## config.mk

```make
export PLATFORM = sky130hd
export DESIGN_NAME = pwm_to_axis
export DESIGN_NICKNAME = d
export VERILOG_FILES = /design/src/rtl/pwm_axis_pkg.sv /design/src/rtl/pwm_meas_channel.sv /design/src/rtl/pwm_to_axis.sv
export SDC_FILE = /design/constraint.sdc
export NUM_CORES = 1
export LEC_CHECK = 0
export BUFFER_PORTS_ARGS = -buffer_cell sky130_fd_sc_hd__clkbuf_2
export CAP_MARGIN = 20
export CORE_MARGIN = 2
export CORE_UTILIZATION = 45
export DETAILED_ROUTE_END_ITERATION = 8
export HOLD_SLACK_MARGIN = 0.1
export PLACE_DENSITY = 0.68
export SLEW_MARGIN = 20
export SYNTH_ARGS = -nofsm -noshare
export SYNTH_HDL_FRONTEND = slang
export SYNTH_SLANG_ARGS = --single-unit
```

## constraint.sdc

```tcl
create_clock -name clk -period 1.99 [get_ports clk]
set_input_delay 0.199 -clock clk [delete_from_list [all_inputs] [get_ports clk]]
set_output_delay 0.199 -clock clk [all_outputs]
set_load 0.01 [all_outputs]
```

## src/rtl/pwm_axis_pkg.sv

```systemverilog
// Shared constants and stream word layout for the PWM capture side.
// The 24-bit word matches the {channel, duty} format the PWM generator consumes.
package pwm_axis_pkg;

   localparam int CH_MSB   = 19;
   localparam int CH_LSB   = 16;
   localparam int DUTY_MSB = 15;
   localparam int DUTY_LSB = 0;
   localparam int DUTY_W   = 16;
   localparam int CH_W     = 4;
   localparam logic [DUTY_W-1:0] DUTY_MAX = 16'hFFFF;

   typedef struct packed {
      logic [3:0]        rsvd;
      logic [CH_W-1:0]   ch;
      logic [DUTY_W-1:0] duty;
   } axis_word_t;

   // Increment that sticks at DUTY_MAX instead of wrapping.
   function automatic logic [DUTY_W-1:0] sat_inc(input logic [DUTY_W-1:0] v,
                                                  input logic inc);
      return (inc && (v != DUTY_MAX)) ? v + 16'd1 : v;
   endfunction

endpackage

```

## src/rtl/pwm_meas_channel.sv

```systemverilog
// One PWM capture lane: 2-flop synchronizer, saturating high-cycle counter and
// a result register that snapshots the count at each window end.
module pwm_meas_channel
   import pwm_axis_pkg::*;
(
   input  logic              clk,
   input  logic              rst,
   input  logic              pwm_in,
   input  logic              win_end,
   output logic [DUTY_W-1:0] result
);

   logic              sync_q1;
   logic              s;
   logic [DUTY_W-1:0] cnt;

   // The last sample of the window is folded into the result directly.
   always_ff @(posedge clk) begin
      if (rst) begin
         sync_q1 <= 1'b0;
         s       <= 1'b0;
         cnt     <= '0;
         result  <= '0;
      end else begin
         sync_q1 <= pwm_in;
         s       <= sync_q1;
         if (win_end) begin
            result <= sat_inc(cnt, s);
            cnt    <= '0;
         end else begin
            cnt <= sat_inc(cnt, s);
         end
      end
   end

endmodule

```

## src/rtl/pwm_to_axis.sv

```systemverilog
// Multi-channel PWM duty meter: counts high cycles per fixed window and
// streams one {channel, duty} AXI4-Stream beat per channel per window.
module pwm_to_axis
   import pwm_axis_pkg::*;
#(
   parameter int G_NUM_CHANNELS      = 4,
   parameter int G_PWM_PERIOD_CYCLES = 1000
)(
   input  logic                      clk,
   input  logic                      rst,
   input  logic [G_NUM_CHANNELS-1:0] pwm_in,
   output logic                      axis_out_tvalid,
   output logic [23:0]               axis_out_tdata,
   input  logic                      axis_out_tready,
   output logic [G_NUM_CHANNELS-1:0] overrun
);

   localparam int N     = G_NUM_CHANNELS;
   localparam int P     = G_PWM_PERIOD_CYCLES;
   localparam int WIN_W = (P > 1) ? $clog2(P) : 1;

   logic [WIN_W-1:0]  win;
   logic              win_end;
   logic [DUTY_W-1:0] result [N];
   logic [N-1:0]      pending;
   logic [CH_W-1:0]   rr_ptr;
   logic [CH_W-1:0]   sel_ch;
   logic              sel_valid;
   logic              slot_free;
   logic              load;
   axis_word_t        word;

   assign win_end = (win == WIN_W'(P - 1));

   always_ff @(posedge clk) begin
      if (rst)          win <= '0;
      else if (win_end) win <= '0;
      else              win <= win + 1'b1;
   end

   for (genvar gi = 0; gi < N; gi++) begin : g_ch
      pwm_meas_channel u_ch (
         .clk     (clk),
         .rst     (rst),
         .pwm_in  (pwm_in[gi]),
         .win_end (win_end),
         .result  (result[gi])
      );
   end

   // Round-robin pick: scan downward so the nearest pending channel at or after
   // rr_ptr is the one left standing.
   always_comb begin
      sel_valid = 1'b0;
      sel_ch    = '0;
      for (int k = N - 1; k >= 0; k--) begin
         if (pending[(int'(rr_ptr) + k) % N]) begin
            sel_valid = 1'b1;
            sel_ch    = CH_W'((int'(rr_ptr) + k) % N);
         end
      end
   end

   // Stream handshake: a beat transfers on any clk edge with tvalid && tready.
   // tvalid/tdata come only from registers, never combinationally from tready,
   // and stay frozen while tvalid=1 and tready=0. The slot refills in the same
   // cycle a beat is consumed, so back-to-back beats run at full rate.
   assign slot_free = !axis_out_tvalid || axis_out_tready;
   assign load      = slot_free && sel_valid;

   always_ff @(posedge clk) begin
      if (rst) begin
         axis_out_tvalid <= 1'b0;
         word            <= '0;
         rr_ptr          <= '0;
      end else if (load) begin
         axis_out_tvalid <= 1'b1;
         word.rsvd       <= '0;
         word.ch         <= sel_ch;
         word.duty       <= result[sel_ch];
         rr_ptr          <= (sel_ch == CH_W'(N - 1)) ? '0 : sel_ch + 1'b1;
      end else if (axis_out_tready) begin
         axis_out_tvalid <= 1'b0;
      end
   end

   // A window end on the channel being loaded keeps pending set for the fresh
   // result; only an unsent result being replaced counts as an overrun.
   always_ff @(posedge clk) begin
      if (rst) begin
         pending <= '0;
         overrun <= '0;
      end else begin
         for (int i = 0; i < N; i++) begin
            if (win_end) begin
               pending[i] <= 1'b1;
               if (pending[i] && !(load && (sel_ch == CH_W'(i))))
                  overrun[i] <= 1'b1;
            end else if (load && (sel_ch == CH_W'(i))) begin
               pending[i] <= 1'b0;
            end
         end
      end
   end

   assign axis_out_tdata = word;

endmodule
```

## Yosys cells after proc, flatten, opt, wreduce, memory -nomap -nowiden

Index checks and enable logic that the tools add are counted.

| storage, ports and cells | value |
|---|---|
| logic and storage cells | 125 |
| output and inout port bits | 29 |
| bits in registers | 177 |
| bits in read-only memories | 0 |
| latch bits | 0 |
| memories kept | 0 |
| bits in writable memories | 0 |

| cells by class | value |
|---|---|
| $add $sub $neg | 9 |
| bitwise gates (word level) | 4 |
| div/mod/pow operators | 0 |
| reduce and logical (&&, ||, !) cells | 33 |
| eq/ne operators | 8 |
| multipliers | 0 |
| mux-type cells | 37 |
| magnitude comparators | 5 |
| shift operators | 0 |

Operator list:

| operator | number |
|---|---|
| two-way mux 16 bit | 6 |
| adder 16 x 1 -> 16 bit (second input constant) | 4 |
| != test 16 bit (second input constant) | 4 |
| binary-select mux 16 bit (select 2 bit) | 1 |
| two-way mux 1 bit | 21 |
| two-way mux 4 bit | 4 |
| logical AND 1 bit | 13 |
| less-than comparator 3 x 4 -> 1 bit (second input constant) | 3 |
| adder 10 x 1 -> 10 bit (second input constant) | 1 |
| == test 10 bit (second input constant) | 1 |
| nonzero test 2 bit | 5 |
| binary-select mux 1 bit (select 2 bit) | 4 |
| == test 4 x 2 -> 1 bit (second input constant) | 2 |
| AND reduction 2 bit | 4 |
| OR reduction 2 bit | 4 |
| greater-or-equal comparator 5 x 3 -> 1 bit (second input constant) | 1 |
| zero test 1 bit | 5 |
| NOT 4 -> 5 bit | 1 |
| adder 2 x 1 -> 2 bit (second input constant) | 2 |
| adder 2 bit (second input constant) | 2 |
| == test 4 x 1 -> 1 bit (second input constant) | 1 |
| zero test 4 bit | 1 |
| AND 1 bit (first input constant) | 3 |
| less-than comparator 2 x 3 -> 1 bit (second input constant) | 1 |
| other kinds (2) | 2 |

## Depth between registers and ports, before layout

Gate-level depths: netlist (run 1).

| depth | value |
|---|---|
| word-level depth | 15 |
| depth in mapped cells | 9 |

## Modules after synthesis

From an unflattened synthesis (run 1), not the netlist that was laid out.

| second synthesis, totals | value |
|---|---|
| cell total of the unflattened synthesis | 849 |
| area, all modules | 8091.5 um^2 |

Modules (own cells, without submodules):

| module | cells an instance | times used | area each (um^2) | sequential area each (um^2) |
|---|---|---|---|---|
| pwm_meas_channel | 160 | 4 | 1500.2 | 680.7 |
| pwm_to_axis | 209 | 1 | 2090.8 | 780.7 |

## Worst setup path after synthesis (run 1)

No wires, ideal clock.

| timing path | value |
|---|---|
| path kind | register -> register |
| start | register pending[3] |
| end | register word (netlist bit axis_out_tdata[10]) |
| path slack | -0.055 ns |
| data required time | 1.868 ns |
| arrival time | 1.923 ns |
| clock period less this slack | 2.045 ns |
| stages on the path, launching flop included | 8 |
| setup time | 0.122 ns |
| buffers on the path | 2 |
| path through | dfxtp_1 > and2b_1 > o21a_1 > buf_2 > nor3_2 > buf_2 > mux2_2 > a221o_1 |

| between the ends | value |
|---|---|
| longest elaborated chain between the ends | 11 |
| elaborated cells on any way between the ends | 24 |
| classes of those cells | 22 x mux; 1 x bitwise; 1 x reduce/logical |

Ends and longest elaborated chain:

| item | line | source |
|---|---|---|
| from (decl) | pwm_to_axis.sv:25 | `logic [N-1:0] pending;` |
| from (signal assigned) | pwm_to_axis.sv:91 | `pending <= '0;` |
| from (signal, indexed assignment) | pwm_to_axis.sv:96 | `pending[i] <= 1'b1;` |
| from (signal, indexed assignment) | pwm_to_axis.sv:100 | `pending[i] <= 1'b0;` |
| binary-select mux 1 bit (select 2 bit) | pwm_to_axis.sv:57 | `if (pending[(int'(rr_ptr) + k) % N]) begin` |
| two-way mux 1 bit (implied by the code) (2 in a row) | pwm_to_axis.sv:57 |  |
| two-way mux 4 bit (4 in a row) | pwm_to_axis.sv:57 |  |
| NOT 4 -> 5 bit (implied by the code) | pwm_to_axis.sv:80 | `word.duty <= result[sel_ch];` |
| binary-select mux 16 bit (select 2 bit) | pwm_to_axis.sv:80 |  |
| two-way mux 16 bit (implied by the code) (2 in a row) | pwm_to_axis.sv:80 |  |
| to (decl) | pwm_to_axis.sv:31 | `axis_word_t word;` |

Several ways; a longest one is shown, not always the timed one. The select of a mux whose other input is x is not followed.
A chain may end at the register's enable or synchronous reset.

## Final worst setup path (run 1)

| timing path | value |
|---|---|
| start | register pending[3] |
| end | register word (netlist bit axis_out_tdata[1]) |

Same word-level chain as after synthesis.

==> results.md, run 1 <==
* Outcome: complete, no violations
* GRT Total Usage at 0.202
* Die ar. at ~17,000 um^2
* Register-to-Register Path Depth at 6
* Final worst slack at roughly 11 ps
* Post-synth EDFFs at 0
* RePlAce Congestion at between 0.8 and 0.9
* Synth Flop Type: dfxtp_1
* Synth warn at 0
* Crit share post-route at 0.994
* Worst hold path depth at 2
* Inserted Diodes at 0
* Hold Crit Start: rst
* Cts bufs inserted at 17
* Setup TNS at 0 ps
* Post-layout min period at roughly 2000 ps
* Max Root-Sink Buffers at 2
* Normalized max-slew margin at 0.432
* First-pass GRT wire length at roughly 29,000 um
* CP Capture Type: flop
* Mapped Cells at ~840
* # setup viols final at 0
* Largest family of logic cells by synthesized area: simple AND/OR/NAND/NOR gates
* Met2 Use GR at 0.320
* Via-to-Cell Ratio at 5.54
* Yosys cell types at about 60
* Clock sinks at around 180
* Leakage at 0.00317 uW
* Sequential-to-total area share from yosys stat at 0.474
* Die height at around 130 um
* Setup Skew at slightly below 8 ps
* Post-Route WL at 18,100 um
* Hold slack at around 220 ps
* Final hold vios at 0
* Vias in the first global route at 5,643
* Final nets at about 900
* Share of cells above drive strength 1 at 0.168
* Fraction of registers with async set/reset at 0
* Maximum clock frequency at just over 500 MHz
* Worst min-delay path class: in2reg
* Mapped cell area at 7380 um^2
* Initial antenna violation count at 0
* Startpoint types: flop
* Grt total ovfl at 0
* Top cells by area, synth: dfxtp_1 (47%), o21ai_0 (5.2%), nor2_1 (4.9%)
* Adder-cell area share of the yosys netlist at 0.00847
* Critical path peak fanout at 8
* Synth Area in XOR/XNOR at 0.0593
* RSZ-0062 raised after global routing: yes
* Setup Crit Path Kind: reg2reg
* H-tree Lvls at 4
* Ports at 36
* Post-placement setup slack at -120 ps
* WP data required at around 2300 ps
* FF+latch count, synth at approximately 180
* Iteration-0 DRC count of the detailed router at 481
* Area growth, synth to finish at 18.6%
* Core area at between 15,000 and 20,000 um^2
* Clk_lat worst skew at 430 ps
* FP Rows at 46
* Effective utilization at floorplan at 0.463
* WHS Endpoint: overrun[1]$_SDFFE_PP0P_
* Grt peak-use layer: met2
* Die width at 132 um
* FF-to-FF setup slack at roughly 11 ps
* Reg2reg start: pending[3]$_SDFFE_PP0P_
* Post-synth top area cell: dfxtp_1
* Critical Path AT at about 2300 ps
* Post-Syn Area per Cell at approximately 9 um^2
* Routed vias at ~6,200
* Worst reg2reg path endpoint: axis_out_tdata[1]$_SDFFE_PP0P_
* Drt pass-1 iters at 5
* Final ANT Viol Nets at 0
* Compound-Gate Fraction of Synth Area at 0.157
* VDD IR max at 0.592 mV
* GR met1 Demand/Resource at 0.276
* Mux cell area share after synthesis at 0.0358
* Pwr Density at a little over 800 nW/um^2
* Met3 usage at 0.0450
* DP HPWL at between 10,000 and 15,000 um
* IO Port Bufs at 29
* Area share of the largest cell type after synthesis at 0.474
* Maximum capacitance violations at 0
* Worst-Margin Slew at ~850 ps
* Wirelength per Cell at ~16 um
* CTS clk-pin slew, worst paths at 70 ps
* Largest net degree at the start of global routing at 71
* Root Buffer: clkbuf_16
* Synth Area in Simple Gates at 0.225
* CTS tree: yes
* Pins Over Slew Limit at 0
* Remaining DRCs at 0
cells by family after synthesis:
kind of cell | after synthesis
and+or+nand+nor | 337
AOI/OAI and AO/OA | 181
muxes | 24
buffers and inverters | 65
xor gates and xnor gates | 50
other | 1
adders and majority gates | 5
DFF | 175
cell usage after synthesis, drive strengths merged (3+ instances only):
cell	number
dfxtp	175
nor2	97
nand2	88
o21ai	77
clkbuf	36
nand4	35
xor2	30
a21oi	29
nand3	29
and3	22
buf	20
xnor2	20
o31ai	18
a221o	16
mux2	16
nor3	13
and2	10
and4	9
inv	9
nor2b	9
a211oi	8
mux2i	8
nand2b	8
o211ai	8
a21o	5
a31oi	5
ha	5
nor3b	4
nor4	4
nor4b	3
o2111ai	3
worst max-delay path, cell delays in order, from the launching register on:
cell and delay (ps):
dfxtp_2 350, and2b_1 200, o21a_1 210, nor3_4 260, clkbuf_16 230, mux2_2 340
a221o_1 280
area by class of cell:
cell class / instances / area [um^2]
fill: 1443 / 7180
multi-input combinational: 604 / 3710
sequential: 175 / 3520
timing repair buffer: 80 / 621
clock buffer: 20 / 457
tap: 216 / 270
clock inverter: 12 / 155
inverter: 9 / 33.8
repair_timing:
action | CTS | global route
hold endpoints to repair | 5 | 0
pin swaps | 1 | 5
setup buffers | 0 | 5
hold buffers | 5 | 0
cloned | 0 | 2
gates resized for setup | 4 | 30
setup endpoints to repair | 38 | 81
sequential cells by signal, indices dropped and copies added (netlist names):
register / flops
g_ch.u_ch.cnt: 64
g_ch.u_ch.result: 64
axis_out_tdata: 18
win: 10
g_ch.u_ch.s: 4
g_ch.u_ch.sync_q1: 4
overrun: 4
pending: 4
rr_ptr: 2
axis_out_tvalid: 1
power by group:
group	internal (uW)	total, uW	switching (uW)
clock network	2050	3440	1390
registers	3520	3530	14.0
logic	52.4	151	98.1
total	5620	7130	1510
cell usage in the layout (no fill, tap or decap), types with 4 or more instances in the layout:
cell,Yosys,routed
dfxtp_1,175,169
nor2_1,97,94
nand2_1,88,88
o21ai_0,76,74
buf_4,6,40
nand4_1,35,35
xor2_1,30,30
clkbuf_2,1,29
nand3_1,28,28
a21oi_1,28,25
and3_1,22,21
xnor2_1,20,20
clkbuf_16,0,18
o31ai_1,18,17
a221o_1,16,16
nor3_1,12,12
nor2b_1,9,9
inv_1,9,9
and4_1,9,9
and2_1,10,9
mux2_2,11,9
a211oi_1,8,8
o211ai_1,8,8
mux2i_1,8,8
mux2_4,1,6
nand2b_1,8,6
conb_1,1,6
a31oi_1,5,5
ha_1,5,5
dlygate4sd3_1,0,5
buf_12,0,5
a21o_1,5,4
dfxtp_2,0,4
layer usage:
layer  vias to the layer above  part of all wire
li1                       3082                 -
met4                         0             0.015
met5                         -                 0
met1                      2947              0.47
met2                       130              0.47
met3                        22             0.042
per-stage QoR:
stage	utilization	total power (uW)	cells	area [um^2]
2_1_floorplan	-	3710	843	7410
3_3_place_gp	0.497	3750	1072	7920
3_5_place_dp	0.497	3750	1072	7920
4_1_cts	0.539	7180	1109	8590
5_1_grt	0.550	7350	1116	8760
6_report	0.550	7130	1116	8760
how the worst max path moves through the flow:
stage / from / endpoint / slack, ps / cells past startpoint
finish: pending[3]$_SDFFE_PP0P_ / axis_out_tdata[1]$_SDFFE_PP0P_ / 10 / 6
global route: pending[3]$_SDFFE_PP0P_ / axis_out_tdata[12]$_SDFFE_PP0P_ / -40 / 6
CTS: win[1]$_SDFF_PP0_ / g_ch[1].u_ch.result[5]$_SDFFE_PP0P_ / -40 / 7
detailed placement: rr_ptr[1]$_SDFFE_PP0P_ / axis_out_tdata[14]$_SDFFE_PP0P_ / -120 / 5
global placement: rr_ptr[1]$_SDFFE_PP0P_ / axis_out_tdata[14]$_SDFFE_PP0P_ / -100 / 5
floorplan: pending[3]$_SDFFE_PP0P_ / axis_out_tdata[10]$_SDFFE_PP0P_ / 50 / 7
No activity file was read; power rests on OpenSTA's default activity.
==> run 2, diff against run 1 <==
==> constraint.sdc (replaced) <==
create_clock -name clk -period 1.7 [get_ports clk]
set_input_delay 0.17 -clock clk [delete_from_list [all_inputs] [get_ports clk]]
set_output_delay 0.17 -clock clk [all_outputs]
set_load 0.01 [all_outputs]
==> run 2 against run 1 <==
  * The flow now finishes with violations (negative setup slack)
  * Via count is 3.0% higher
  * Core utilization is 5.6 points higher
  * Clock skew is 3.4 ps higher
  * Sequential power is 17% higher
  * Sequential cell count stayed put
  * Cell count is 4.7% higher
  * Clock power is 17% higher
  * Maximum frequency is 2.9% higher
  * Critical endpoint is now axis_out_tdata[0]$_SDFFE_PP0P_
  * Largest cell class unchanged
  * Largest power group unchanged
==> results.md, run 2 (same netlist as run 1, synthesis figures left out) <==
* Outcome: finished, violations left
* Failing checks: negative setup slack
* Die width at ~130 um
* Post-placement setup slack at -503 ps
* Final hold vios at 0
* Final worst slack at -222 ps
* CTS clk-pin slew, worst paths at 60 ps
* Startpoint types: flop
* Cts bufs inserted at 17
* Share of cells above drive strength 1 at 0.292
* Die height at between 100 and 150 um
* Worst reg2reg path endpoint: axis_out_tdata[0]$_SDFFE_PP0P_
* # setup viols final at 16
* Via-to-Cell Ratio at around 5.4
* VDD IR max at 0.741 mV
* CP Capture Type: flop
* Grt total ovfl at 0
* H-tree Lvls at 4
* Register-to-Register Path Depth at 7
* Inserted Diodes at 0
* Clock sinks at 175
* FP Rows at 46
* Vias in the first global route at 5,930
* Remaining DRCs at 0
* Root Buffer: clkbuf_16
* Final nets at 951
* Hold Crit Start: axis_out_tready
* Largest net degree at the start of global routing at 55
* Filler instances at 1,340
* Final ANT Viol Nets at 0
* Ports at 36
* Area growth, synth to finish at 30.7%
* Pins Over Slew Limit at 0
* IO Port Bufs at 29
* GRT Total Usage at 0.219
* WHS Endpoint: axis_out_tvalid$_SDFFE_PP0P_
* Post-layout min period at ~1900 ps
* Critical Path AT at approximately 2200 ps
* Most frequent standard cell in the layout excluding fill and tap cells: dfxtp_1
* RePlAce Congestion at ~0.86
* Setup TNS at -2450 ps
* Initial antenna violation count at 0
* Max Root-Sink Buffers at 2
* Most frequent cells in the layout: dfxtp_1 (158), nor2_1 (90), buf_4 (89)
* Die ar. at about 17,000 um^2
* Overall power at approximately 8400 uW
* Worst min-delay path class: in2reg
* Routed vias at 6,364
* Setup Crit Path Kind: reg2reg
* Core area at ~16,000 um^2
* FF-to-FF setup slack at -220 ps
* WP data required at roughly 2000 ps
* Crit share post-route at 1.13
* Wirelength per Cell at between 15 and 20 um
* Pwr Density at between 800 and 900 nW/um^2
* DP HPWL at ~13,000 um
* Critical path startpoint: rr_ptr[0]$_SDFFE_PP0P_
* Layout Cell Area excl Fill at 9650 um^2
* Worst hold path depth at 4
* Leakage at about 0.0035 uW
* Post-Route WL at 19,100 um
* Critical path peak fanout at 4
* Reg2reg start: rr_ptr[0]$_SDFFE_PP0P_
* Dpl cell area at between 8000 and 9000 um^2
* Final cell count without fillers at ~1,200
* Iteration-0 DRC count of the detailed router at between 400 and 500
* Maximum capacitance violations at 0
* RSZ-0062 raised after global routing: yes
* Setup Skew at approximately 11 ps
* Drt pass-1 iters at 5
* Maximum clock frequency at 520 MHz
* Effective utilization at floorplan at 0.463
* CTS tree: yes
* Clk_lat worst skew at between 400 and 500 ps
* First-pass GRT wire length at roughly 31,000 um
* Placed cell count at around 1,100
[run 2: metal layers]
layer,GRT usage,wire [um]
met1,0.306,8940
met2,0.344,8980
met3,0.0442,889
met4,0.0634,285
met5,0,0
[run 2: where the power goes]
group / switching [uW] / internal, uW / total (uW)
combinational: 123 / 82.4 / 206
sequential: 20.8 / 4120 / 4140
clock: 1710 / 2330 / 4040
total: 1850 / 6530 / 8380
[run 2: worst max-delay path by stage]
stage | endpoint | slack [ps] | cells after the start
after global routing | axis_out_tdata[4]$_SDFFE_PP0P_ | -280 | 7
after global placement | axis_out_tdata[7]$_SDFFE_PP0P_ | -440 | 5
after detailed placement | axis_out_tdata[2]$_SDFFE_PP0P_ | -500 | 5
final | axis_out_tdata[0]$_SDFFE_PP0P_ | -220 | 7
after CTS | axis_out_tdata[10]$_SDFFE_PP0P_ | -220 | 7
after floorplan | axis_out_tdata[14]$_SDFFE_PP0P_ | -200 | 7
[run 2: repair_timing]
action,in CTS,in global routing
pin swaps,5,30
setup endpoints to repair,72,107
gates cloned,2,0
gates resized for setup,28,113
hold endpoints to repair,4,0
hold buffers,4,0
setup buffers,9,5
[run 2: metrics by stage]
| stage | util | hold slack [ps] |
|---|---|---|
| after floorplan | - | 298 |
| after global placement | 0.525 | 381 |
| after detailed placement | 0.525 | 385 |
| after CTS | 0.580 | 128 |
| after global routing | 0.605 | 154 |
| final | 0.605 | 132 |
[run 2: layout make-up]
type | instances | area (um^2) | share of cell area
clock inverter | 15 | 185 | 0.0192
sequential | 175 | 3530 | 0.366
timing repair buffer | 133 | 1010 | 0.105
inverter | 9 | 33.8 | 0.00350
multi-input combinational | 603 | 4190 | 0.434
clock buffer | 17 | 425 | 0.0441
tap | 216 | 270 | 0.0280
[run 2: worst max-delay path, cell delays in order (launching register included)]
cell and delay (ps):
dfxtp_4 360, and2b_1 180, o21a_1 210, nor3_4 180, buf_4 150, buf_6 120, mux2_1 320, a221o_1 290
